<file path="src/rtl/sbox_seq_pkg.sv">
// Shared types and constants for the time-multiplexed DES S-box sequencer.
// Holds the FSM state enum, block widths and the DES P-permutation table.
package sbox_seq_pkg;

    localparam int IN_W   = 48;
    localparam int OUT_W  = 32;
    localparam int SIN_W  = 6;
    localparam int SOUT_W = 4;

    typedef enum logic [1:0] {
        ST_IDLE = 2'd0,
        ST_RUN  = 2'd1,
        ST_DONE = 2'd2
    } state_t;

    // Output bit i (1 = MSB) takes input bit P_TABLE[i-1] (1 = MSB).
    localparam int P_TABLE [OUT_W] = '{
        16,  7, 20, 21, 29, 12, 28, 17,
         1, 15, 23, 26,  5, 18, 31, 10,
         2,  8, 24, 14, 32, 27,  3,  9,
        19, 13, 30,  6, 22, 11,  4, 25
    };

    function automatic logic [OUT_W-1:0] p_perm(input logic [OUT_W-1:0] x);
        logic [OUT_W-1:0] y;
        y = '0;
        for (int i = 0; i < OUT_W; i++) begin
            y[OUT_W-1-i] = x[OUT_W-P_TABLE[i]];
        end
        return y;
    endfunction

endpackage

</file>
<file path="src/rtl/sbox_sequencer_sbox.sv">
// Single shared DES S-box: box_num selects S1..S8, s_in is the 6-bit box input.
// Each table row is packed as 16 nibbles, column 0 in the most significant nibble.
module sbox_sequencer_sbox
    import sbox_seq_pkg::*;
(
    input  logic [SIN_W-1:0]  s_in,
    input  logic [2:0]        box_num,
    output logic [SOUT_W-1:0] s_out
);

    localparam logic [63:0] ROWS [32] = '{
        64'hE4D12FB83A6C5907, 64'h0F74E2D1A6CB9538, 64'h41E8D62BFC973A50, 64'hFC8249175B3EA06D,
        64'hF18E6B34972DC05A, 64'h3D47F28EC01A69B5, 64'h0E7BA4D158C6932F, 64'hD8A13F42B67C05E9,
        64'hA09E63F51DC7B428, 64'hD709346A285ECBF1, 64'hD6498F30B12C5AE7, 64'h1AD069874FE3B52C,
        64'h7DE3069A1285BC4F, 64'hD8B56F03472C1AE9, 64'hA690CB7DF13E5284, 64'h3F06A1D8945BC72E,
        64'h2C417AB6853FD0E9, 64'hEB2C47D150FA3986, 64'h421BAD78F9C5630E, 64'hB8C71E2D6F09A453,
        64'hC1AF92680D34E75B, 64'hAF427C9561DE0B38, 64'h9EF528C3704A1DB6, 64'h432C95FABE17608D,
        64'h4B2EF08D3C975A61, 64'hD0B7491AE35C2F86, 64'h14BDC37EAF680592, 64'h6BD814A7950FE23C,
        64'hD2846FB1A93E50C7, 64'h1FD8A374C56B0E92, 64'h7B419CE206ADF358, 64'h21E74A8DFC90356B
    };

    logic [4:0]  sel;
    logic [63:0] row_word;
    logic [5:0]  nib_base;

    always_comb begin
        // Row comes from the outer bits, column from the inner four.
        sel      = {box_num, s_in[5], s_in[0]};
        row_word = ROWS[sel];
        nib_base = 6'd60 - {s_in[4:1], 2'b00};
        s_out    = row_word[nib_base +: SOUT_W];
    end

endmodule

</file>
<file path="src/rtl/sbox_sequencer.sv">
// Runs one shared S-box over all eight DES boxes, one box per clock, then holds the word.
// Build with SBOX_SEQ_PERM_EN defined to emit the P-permuted f-function output instead.
module sbox_sequencer
    import sbox_seq_pkg::*;
(
    input  logic             clk,
    input  logic             rst,
    input  logic             in_valid,
    output logic             in_ready,
    input  logic [IN_W-1:0]  in_data,
    input  logic             abort,
    output logic             out_valid,
    input  logic             out_ready,
    output logic [OUT_W-1:0] out_data,
    output logic             busy
);

    state_t             state, state_nxt;
    logic [2:0]         cnt;
    logic [IN_W-1:0]    hold;
    logic [OUT_W-1:0]   acc, acc_nxt, result;
    logic [SIN_W-1:0]   s_in;
    logic [SOUT_W-1:0]  s_out;

    sbox_sequencer_sbox u_sbox (
        .s_in    (s_in),
        .box_num (cnt),
        .s_out   (s_out)
    );

    always_ff @(posedge clk or posedge rst) begin
        if (rst) state <= ST_IDLE;
        else     state <= state_nxt;
    end

    always_comb begin
        state_nxt = state;
        case (state)
            ST_IDLE: if (in_valid)      state_nxt = ST_RUN;
            ST_RUN:  if (cnt == 3'd7)   state_nxt = ST_DONE;
            ST_DONE: if (out_ready)     state_nxt = ST_IDLE;
            default:                    state_nxt = ST_IDLE;
        endcase
        if (abort) state_nxt = ST_IDLE;
    end

    assign in_ready  = (state == ST_IDLE);
    assign out_valid = (state == ST_DONE);
    assign busy      = (state == ST_RUN) || (state == ST_DONE);

    always_comb begin
        s_in    = hold[IN_W-1-SIN_W*int'(cnt) -: SIN_W];
        acc_nxt = acc;
        acc_nxt[OUT_W-1-SOUT_W*int'(cnt) -: SOUT_W] = s_out;
`ifdef SBOX_SEQ_PERM_EN
        result  = p_perm(acc_nxt);
`else
        result  = acc_nxt;
`endif
    end

    // cnt only advances in RUN, so its 7->0 wrap coincides with RUN->DONE.
    always_ff @(posedge clk or posedge rst) begin
        if (rst) begin
            cnt      <= '0;
            hold     <= '0;
            acc      <= '0;
            out_data <= '0;
        end else if (abort) begin
            cnt <= '0;
        end else begin
            case (state)
                ST_IDLE: begin
                    if (in_valid) begin
                        hold <= in_data;
                        cnt  <= '0;
                    end
                end
                ST_RUN: begin
                    acc <= acc_nxt;
                    cnt <= cnt + 3'd1;
                    if (cnt == 3'd7) out_data <= result;
                end
                default: ;
            endcase
        end
    end

endmodule

</file>
<file path="config.mk">
export PLATFORM = sky130hd
export DESIGN_NAME = sbox_sequencer
export DESIGN_NICKNAME = d
export VERILOG_FILES = /design/src/rtl/sbox_seq_pkg.sv /design/src/rtl/sbox_sequencer_sbox.sv /design/src/rtl/sbox_sequencer.sv
export SDC_FILE = /design/constraint.sdc
export NUM_CORES = 1
export LEC_CHECK = 0
export ABC_AREA = 1
export ABC_CLOCK_PERIOD_IN_PS = 11500
export CAP_MARGIN = 20
export CORE_MARGIN = 4
export CORE_UTILIZATION = 54
export DETAILED_ROUTE_END_ITERATION = 8
export DONT_BUFFER_PORTS = 1
export PLACE_DENSITY = 0.69
export SYNTH_ARGS = -nofsm -noshare
export SYNTH_HDL_FRONTEND = slang
export SYNTH_HIERARCHICAL = 1
export SYNTH_SLANG_ARGS = --single-unit
export TNS_END_PERCENT = 50
</file>
<file path="constraint.sdc">
create_clock -name clk -period 11.5 [get_ports clk]
set_clock_uncertainty 0.05 [all_clocks]
set_input_delay 1.15 -clock clk [delete_from_list [all_inputs] [get_ports clk]]
set_output_delay 1.15 -clock clk [all_outputs]
set_load 0.05 [all_outputs]
</file>
==> flow_metrics.tcl, run 1 <==
set metrics [dict create \
    outcome "completed" \
    drc 0 \
    routed_wl_mm 33.01 \
    synth_xor_area_share_pct 0.1704 \
    layout-drive-gt1-share_pct 9.353 \
    avgRoutedWirePerCell_um 20.04 \
    ys_async_sr_fraction_pct 100.0 \
    use_met3_pct 7.293 \
    track_usage_pct 33.19 \
    period_minus_slack_ps 7378 \
    design_area_mm2 0.009947 \
    crit_slowest_cell "inv_2" \
    grt_pass1_wl_mm 52.47 \
    synth_cell_types 38 \
    min_path_cells 2 \
    place.gp.congestion 1.066 \
    die_h_um 141.0 \
    gr-max-usage-layer "met2" \
    first_pass_iters 7 \
    viasPerCell 6.209 \
    cts_tree "built" \
    tightest_slew_ps 937.2 \
    h-tree-depth 4 \
    cts_buffers 17 \
    synth_compound_area_share_pct 11.80 \
    finalSetupTns_ps 0 \
    grt_start_max_net_pins 88 \
    setup_viol 0 \
    synth.top_cell.area_share_pct 30.14 \
    cp_max_fo 54 \
    synth_top_family_by_area "simple AND/OR/NAND/NOR gates" \
    n_antenna_cell 0 \
    syn_nets 1554 \
    worstPathRequired_ps 11720 \
    dp.cells 1615 \
    synth_area_leaders "dfrtp_1 (30%), nand2_1 (20%), nand3_1 (17%), o21ai_0 (5.5%), mux2_2 (3.2%)" \
    synth_area_leader_cell "dfrtp_1" \
    dieArea_mm2 0.01987 \
    synthMuxAreaShare_pct 3.657 \
    maxCapViolations 0 \
    crit_path_frequent_cell "nand2_1" \
    hold_viol_final 0 \
    synthFlopType "dfrtp_1" \
    antenna_left 0 \
    place_hpwl_mm 22.96 \
    cts_resized 0 \
    area_delta_synth_final_pct 4.194 \
    end_kind "register" \
    period_share_pct 64.16 \
    use_met2_pct 48.34 \
    drt_iter0_markers 1406 \
    slew_violations 0 \
    path_clk_slew_ps 60 \
    portBuffers 0 \
    use_met1_pct 45.81 \
    max_freq_mhz 135.5 \
    cts-root-buf "clkbuf_16" \
    synth-seq-area-share_pct 30.14 \
    worstSkewPairLatency_ps 430 \
    initial_core_util_pct 55.19 \
    syn_area_per_cell_um2 6.459 \
    cts_hold_buffers 0 \
    start_kind "register" \
    cts_buffer_depth 2 \
    vias 10230 \
    rsz0062_at_grt "false" \
    layout.cells.non_filler 1647 \
    relSlewSlack_pct 37.43 \
    ys_ff_latch 115 \
    synthAdderAreaFrac_pct 3.093 \
    overflow 0 \
    synthSimpleGateAreaFrac_pct 41.49 \
    final_cell_mix "nand2_1 (496), nand3_1 (316), dfrtp_1 (112)" \
    critical-path-max-stage-delay_ps 650 \
    yosys_warnings 6 \
    rr_worst_depth 28 \
    num-nets-final 1485 \
    placed_area_mm2 0.009316 \
    hold_path_class "register to register" \
    core_region_area_mm2 0.01730 \
    syn_inst 1478 \
    synth_area_mm2 0.009547 \
    clkSinkCount 115 \
    antenna_found_initial 0 \
    grt_pass1_vias 9469 \
    crit_arrival_ps 7590 \
    fp.dieW_um 141.0 \
    num_rows 48 \
    synth-edff-count 0 \
    num_io_pins 88 \
    post_cts_buffers 0 \
    path_class "register to register" \
    layout_commonest_cell "nand2_1" \
]
[synth_stat cells, types with 2 or more instances]
cell type,n
inv_1,75
mux2_4,3
o21ai_1,21
inv_2,11
buf_2,41
a21oi_1,42
o21ai_0,105
and2_1,2
nand2_1,497
nor2_1,76
nand2_2,8
mux2_2,27
buf_4,19
a21oi_2,12
buf_6,12
o22ai_1,3
o211ai_1,6
nor2_4,2
buf_1,14
clkbuf_1,10
nand4_1,7
dfrtp_1,115
nor2_2,7
nand2_4,4
ha_1,22
nand3_1,316
o21ai_2,10
[layout make-up]
type | instances | area, um^2
well taps | 225 | 281.5
fillers | 1762 | 7350
clock inverters | 14 | 191.4
clock buffers | 18 | 439.2
repair buffers | 9 | 67.56
flip-flops and latches | 115 | 2882
inverters | 88 | 335.3
multi-input cells | 1178 | 5751
[critical path: cells and delay by family, from the launching register on]
kind / cells / cell delay (ps)
AND/OR/NAND/NOR: 17 / 2670
AO/OA/AOI/OAI: 3 / 530
XOR/XNOR: 1 / 300
buffers and inverters: 4 / 1420
adder cells (fa/ha/maj): 3 / 1670
flip-flops: 1 / 550
[registers in the layout, summed over array words and instances, names as in the netlist]
| name | flops |
|---|---|
| acc | 30 |
| cnt | 3 |
| hold | 48 |
| out_data | 32 |
| state | 2 |
[metal layers]
layer | routed length, um | vias to the layer above
met4 | 1979 | 0
met1 | 13680 | 4674
met2 | 14210 | 654
li1 | - | 4759
met5 | 0 | -
met3 | 3146 | 140
[cell families after synthesis]
family	Yosys count
buffers and inverters	185
muxes	30
xor gates and xnor gates	1
adders and majority gates	23
AOI/OAI and AO/OA	203
and+or+nand+nor	921
DFF	115
[final timing paths]
check	startpoint	endpoint	slack [ps]
worst max-delay path	cnt[1]	acc[5]	4120
worst min-delay path	acc[15]	acc[15]	430
worst max register to register	cnt[1]	acc[5]	4120
worst min register to register	acc[15]	acc[15]	430
max in group asynchronous	rst	cnt[2]	9490
min in group asynchronous	rst	state[1]	700
[stage by stage]
stage | hold slack, ps | utilization [%] | setup WS, ps
after detailed placement | 416.3 | 53.86 | 4301
after global routing | 458.1 | 57.51 | 3546
final | 430.4 | 57.51 | 4122
after CTS | 433.3 | 57.51 | 4288
after floorplan | 397.9 | - | 6542
after global placement | 411.0 | 53.86 | 4358
Power of run 1 is left out: the tool's default activity adds up to more than one toggle a clock period on the data nets, which glitch-free logic cannot reach.
==> inputs of run 2 (changes only) <==
--- a/config.mk
+++ b/config.mk
@@ -5,14 +5,14 @@
 export SDC_FILE = /design/constraint.sdc
 export NUM_CORES = 1
 export LEC_CHECK = 0
-export ABC_AREA = 1
-export ABC_CLOCK_PERIOD_IN_PS = 11500
+export ABC_AREA = 0
+export ABC_CLOCK_PERIOD_IN_PS = 6340
 export CAP_MARGIN = 20
 export CORE_MARGIN = 4
 export CORE_UTILIZATION = 54
 export DETAILED_ROUTE_END_ITERATION = 8
 export DONT_BUFFER_PORTS = 1
-export PLACE_DENSITY = 0.69
+export PLACE_DENSITY = 0.72
 export SYNTH_ARGS = -nofsm -noshare
 export SYNTH_HDL_FRONTEND = slang
 export SYNTH_HIERARCHICAL = 1
==> constraint.sdc (replaced) <==
create_clock -name clk -period 6.34 [get_ports clk]
set_clock_uncertainty 0.05 [all_clocks]
set_input_delay 0.634 -clock clk [delete_from_list [all_inputs] [get_ports clk]]
set_output_delay 0.634 -clock clk [all_outputs]
set_load 0.05 [all_outputs]
==> flow_metrics.tcl, run 2 <==
set metrics [dict create \
    outcome "completed" \
    num-nets-final 1125 \
    dieArea_mm2 0.01988 \
    first_pass_iters 7 \
    cts_hold_buffers 0 \
    track_usage_pct 31.20 \
    synth.most_common_cell "dfrtp_1" \
    worstPathRequired_ps 6600 \
    finalSetupTns_ps 0 \
    overflow 0 \
    drc 0 \
    num_rows 48 \
    portBuffers 0 \
    maxCapViolations 0 \
    hold_path_class "input port to async pin" \
    rsz0062_at_grt "false" \
    syn_nets 1151 \
    final_cell_mix "dfrtp_1 (110), nand2_1 (109), nor2_1 (70)" \
    num_io_pins 88 \
    area_delta_synth_final_pct 8.725 \
    cts_buffers 17 \
    hold_viol_final 0 \
    path_clk_slew_ps 60 \
    syn_area_per_cell_um2 8.885 \
    synth-edff-count 0 \
    routed_wl_mm 31.17 \
    place_hpwl_mm 21.53 \
    grt_pass1_vias 8859 \
    top_layer_used "met4" \
    synth.top_cell.area_share_pct 29.60 \
    synth-seq-area-share_pct 29.60 \
    start_kind "register" \
    yosys_warnings 6 \
    synth_cell_types 94 \
    setup_viol 0 \
    crit_arrival_ps 6240 \
    dr_wl_met2_mm 13.37 \
    path_class "register to register" \
    initial_core_util_pct 55.22 \
    place.gp.congestion 1.050 \
    viasPerCell 7.061 \
    clkSinkCount 113 \
    post-route-util_pct 60.04 \
    avgRoutedWirePerCell_um 24.20 \
    yosys-top-cells-count "dfrtp_1 (113), nand2_1 (110), nor2_1 (71)" \
    tightest_slew_ps 1079 \
    fp.dieW_um 141.0 \
    regMostFlops "hold" \
    drt_iter0_markers 1572 \
    antenna_left 0 \
    antenna_found_initial 0 \
    vias 9094 \
    end_kind "register" \
    die_h_um 141.0 \
    critical-path-max-stage-delay_ps 440 \
    ys_ff_latch 113 \
    worstSkewPairLatency_ps 410 \
    core_region_area_mm2 0.01730 \
    top_regs "hold x48, out_data x32, acc x28" \
    synth_area_mm2 0.009552 \
    period_share_pct 94.32 \
    met3WireLength_mm 3.952 \
    cts_tree "built" \
    grt_pass1_wl_mm 49.36 \
    period_minus_slack_ps 5980 \
    syn_inst 1075 \
    cp_max_fo 8 \
    largest_reg_flops 48 \
    reg2reg_slack_ps 360 \
    max_freq_mhz 167.2 \
    relSlewSlack_pct 27.80 \
    cts_buffer_depth 2 \
    h-tree-depth 4 \
    grt_start_max_net_pins 82 \
    crit_slowest_cell "dfrtp_4" \
    ys_async_sr_fraction_pct 100.0 \
    synth_area_leaders "dfrtp_1 (30%), mux4_2 (7.1%), mux2_1 (5.2%), nand2_1 (4.3%), mux2_2 (3.7%)" \
    layout-drive-gt1-share_pct 18.27 \
    layout_commonest_cell "dfrtp_1" \
    synthFlopType "dfrtp_1" \
    synth_area_leader_cell "dfrtp_1" \
    met1Wirelength_mm 12.45 \
    cts-root-buf "clkbuf_16" \
    slew_violations 0 \
]
[run 2: area by class of cell]
| cell class | count | area (um^2) |
|---|---|---|
| Clock inverter | 15 | 171.4 |
| Tap cell | 225 | 281.5 |
| Multi-Input combinational cell | 835 | 6120 |
| Fill cell | 1510 | 6912 |
| Inverter | 22 | 85.08 |
| Sequential cell | 113 | 2836 |
| Antenna cell | 1 | 2.502 |
| Clock buffer | 17 | 425.4 |
| Timing Repair Buffer | 60 | 462.9 |
[run 2: logic make-up (layout without fill, tap and decap cells)]
group	after synthesis	count (layout)	synth area share, %
compound gates	343	343	24.10
simple gates	342	342	17.85
buf+inv	127	114	6.785
mux	124	124	18.13
flops	113	113	29.60
fa+ha+maj	23	23	3.091
xor+xnor	3	3	0.4324
other cells	0	1	0
[run 2: path summary, 6_finish.rpt]
check / start / end / cells past startpoint
worst min-delay path: rst / hold[16] / 1
worst max register to register: cnt[0] / out_data[14] / 25
min in group clk: abort / state[1] / 1
worst min register to register: acc[24] / acc[24] / 2
max in group asynchronous: rst / out_data[18] / 2
worst max-delay path: cnt[0] / out_data[14] / 25
[run 2: repair_timing]
action	4_1_cts	5_1_grt
endpoints found under the setup margin	0	1
resized for setup	0	2
buffers inserted	0	0
[run 2: metal layers]
layer  up-vias  global-route usage, %
met2       638                  45.46
met3       131                  11.97
met1      4324                  41.98
met4         0                  12.44
li1       4001                      -
met5         -                      0
[run 2: through the flow]
stage / hold slack, ps / setup slack (ps) / area, um^2 / std cells
floorplan: 398.5 / 155.9 / 9552 / 1075
global placement: 412.9 / 502.4 / 9778 / 1255
detailed placement: 423.2 / 466.4 / 9778 / 1255
CTS: 209.1 / 415.6 / 10380 / 1287
global route: 248.5 / 45.37 / 10380 / 1287
finish: 191.7 / 360.3 / 10390 / 1288
[run 2: critical path: cells and delay by family, from the launching register on]
family | cells | cell delay [ps]
adder cells (fa/ha/maj) | 4 | 1140
AO/OA/AOI/OAI | 8 | 1690
flip-flops | 1 | 440
XOR/XNOR | 1 | 240
AND/OR/NAND/NOR | 6 | 1520
buffers and inverters | 6 | 770
Power of run 2 is left out for the same reason.
==> inputs of run 3 (changes only) <==
--- a/config.mk
+++ b/config.mk
@@ -8,11 +8,10 @@
 export ABC_AREA = 0
 export ABC_CLOCK_PERIOD_IN_PS = 6340
 export CAP_MARGIN = 20
-export CORE_MARGIN = 4
-export CORE_UTILIZATION = 54
+export CORE_MARGIN = 2
+export CORE_UTILIZATION = 45
 export DETAILED_ROUTE_END_ITERATION = 8
 export DONT_BUFFER_PORTS = 1
-export PLACE_DENSITY = 0.72
 export SYNTH_ARGS = -nofsm -noshare
 export SYNTH_HDL_FRONTEND = slang
 export SYNTH_HIERARCHICAL = 1
==> flow_metrics.tcl, run 3 (synthesized netlist as in run 2, its figures left out) <==
set metrics [dict create \
    drc 0 \
    hold_viol_final 0 \
    num_rows 53 \
    maxCapViolations 0 \
    cts_buffer_depth 2 \
    avgRoutedWirePerCell_um 24.01 \
    fp.dieW_um 149.7 \
    grt_start_max_net_pins 80 \
    layout_commonest_cell "dfrtp_1" \
    num_io_pins 88 \
    path_class "register to register" \
    place.gp.congestion 1.066 \
    overflow 0 \
    final_cell_mix "dfrtp_1 (110), nand2_1 (109), nor2_1 (70)" \
    routed_wl_mm 32.00 \
    hold_path_class "input port to async pin" \
    dieArea_mm2 0.02241 \
    path_clk_slew_ps 60 \
    max_freq_mhz 163.8 \
    viasPerCell 6.695 \
    critical-path-max-stage-delay_ps 830 \
    regMostFlops "hold" \
    portBuffers 0 \
    rsz0062_at_grt "false" \
    worstSkewPairLatency_ps 410 \
    antenna_left 0 \
    crit_chain "inv_1 > ha_1 > buf_4 > mux4_2 > mux2_2 > a22oi_2 > nor2_2 > inv_1 > ha_1 > nor2b_2 > nor2_1 > a211oi_1 > nor3_1 > a2111oi_1 > a211oi_1 > buf_4 > or3b_1 > nor2_1 > a21oi_1 > o21ai_1" \
    relSlewSlack_pct 33.98 \
    antenna_found_initial 0 \
    track_usage_pct 28.92 \
    crit_arrival_ps 6330 \
    dp.cells 1300 \
    setup_viol 0 \
    first_pass_iters 6 \
    initial_core_util_pct 45.58 \
    period_share_pct 96.29 \
    crit_slowest_cell "a2111oi_1" \
    finalSetupTns_ps 0 \
    post_cts_buffers 0 \
    largest_reg_flops 48 \
    slew_violations 0 \
    design_area_mm2 0.01038 \
    outcome "completed" \
    drt_iter0_markers 1304 \
    num-nets-final 1121 \
    start_kind "register" \
    area_delta_synth_final_pct 8.646 \
    clkSinkCount 113 \
    h-tree-depth 4 \
    layout-drive-gt1-share_pct 17.96 \
    grt_pass1_wl_mm 50.02 \
    cp_max_fo 17 \
    end_kind "register" \
    rr_worst_depth 20 \
    n_antenna_cell 0 \
    worstPathRequired_ps 6570 \
    layout.cells.non_filler 1333 \
    grt_pass1_vias 8652 \
    vias 8925 \
    cts_buffers 17 \
    cts_tree "built" \
    cts_hold_buffers 0 \
    place_hpwl_mm 22.46 \
    core_region_area_mm2 0.02096 \
    placed_area_mm2 0.009791 \
    die_h_um 149.7 \
    top_regs "hold x48, out_data x32, acc x28" \
    cts-root-buf "clkbuf_16" \
    period_minus_slack_ps 6105 \
    tightest_slew_ps 990.4 \
    cts_resized 0 \
]
==> run 3: stage by stage <==
stage | setup WS (ps) | hold slack (ps) | util, %
3_3_place_gp | 175.9 | 412.7 | 46.72
2_1_floorplan | 155.9 | 398.5 | -
6_report | 235.0 | 41.80 | 49.52
4_1_cts | 235.8 | 47.01 | 49.34
3_5_place_dp | 268.3 | 421.7 | 46.72
5_1_grt | 19.49 | 61.58 | 49.52
==> run 3: critical path, delay by kind of cell (launching register included) <==
family | cells | cell delay [ps]
AO/OA/AOI/OAI | 6 | 1690
flip-flops | 1 | 440
multiplexers | 2 | 620
AND/OR/NAND/NOR | 6 | 1030
buffers and inverters | 4 | 890
adder cells (fa/ha/maj) | 2 | 1240
==> run 3: final timing paths <==
kind	from	end	slack (ps)
setup / recovery	cnt[1]	out_data[15]	240
hold / removal	rst	hold[15]	40
setup reg to reg	cnt[1]	out_data[15]	240
hold reg to reg	acc[19]	acc[19]	430
max in group asynchronous	rst	cnt[1]	4780
min in group clk	abort	state[1]	270
==> run 3: cell type report <==
type / count / area, um^2
clock buffer: 20 / 436.7
clock inverter: 12 / 111.4
tap: 275 / 344.1
sequential: 113 / 2836
fill: 2001 / 10580
multi-input combinational: 835 / 6131
inverter: 22 / 85.08
timing repair buffer: 56 / 432.9
==> run 3: layer usage <==
layer	wire [um]	part of all wire, %	vias to the layer above	global-route usage, %
li1	-	-	3986	-
met1	12790	40	4197	38.57
met2	14070	44	608	42.71
met3	3353	10	134	7.835
met4	1782	5.6	0	15.66
met5	0	0	-	0
Power of run 3 is left out for the same reason.
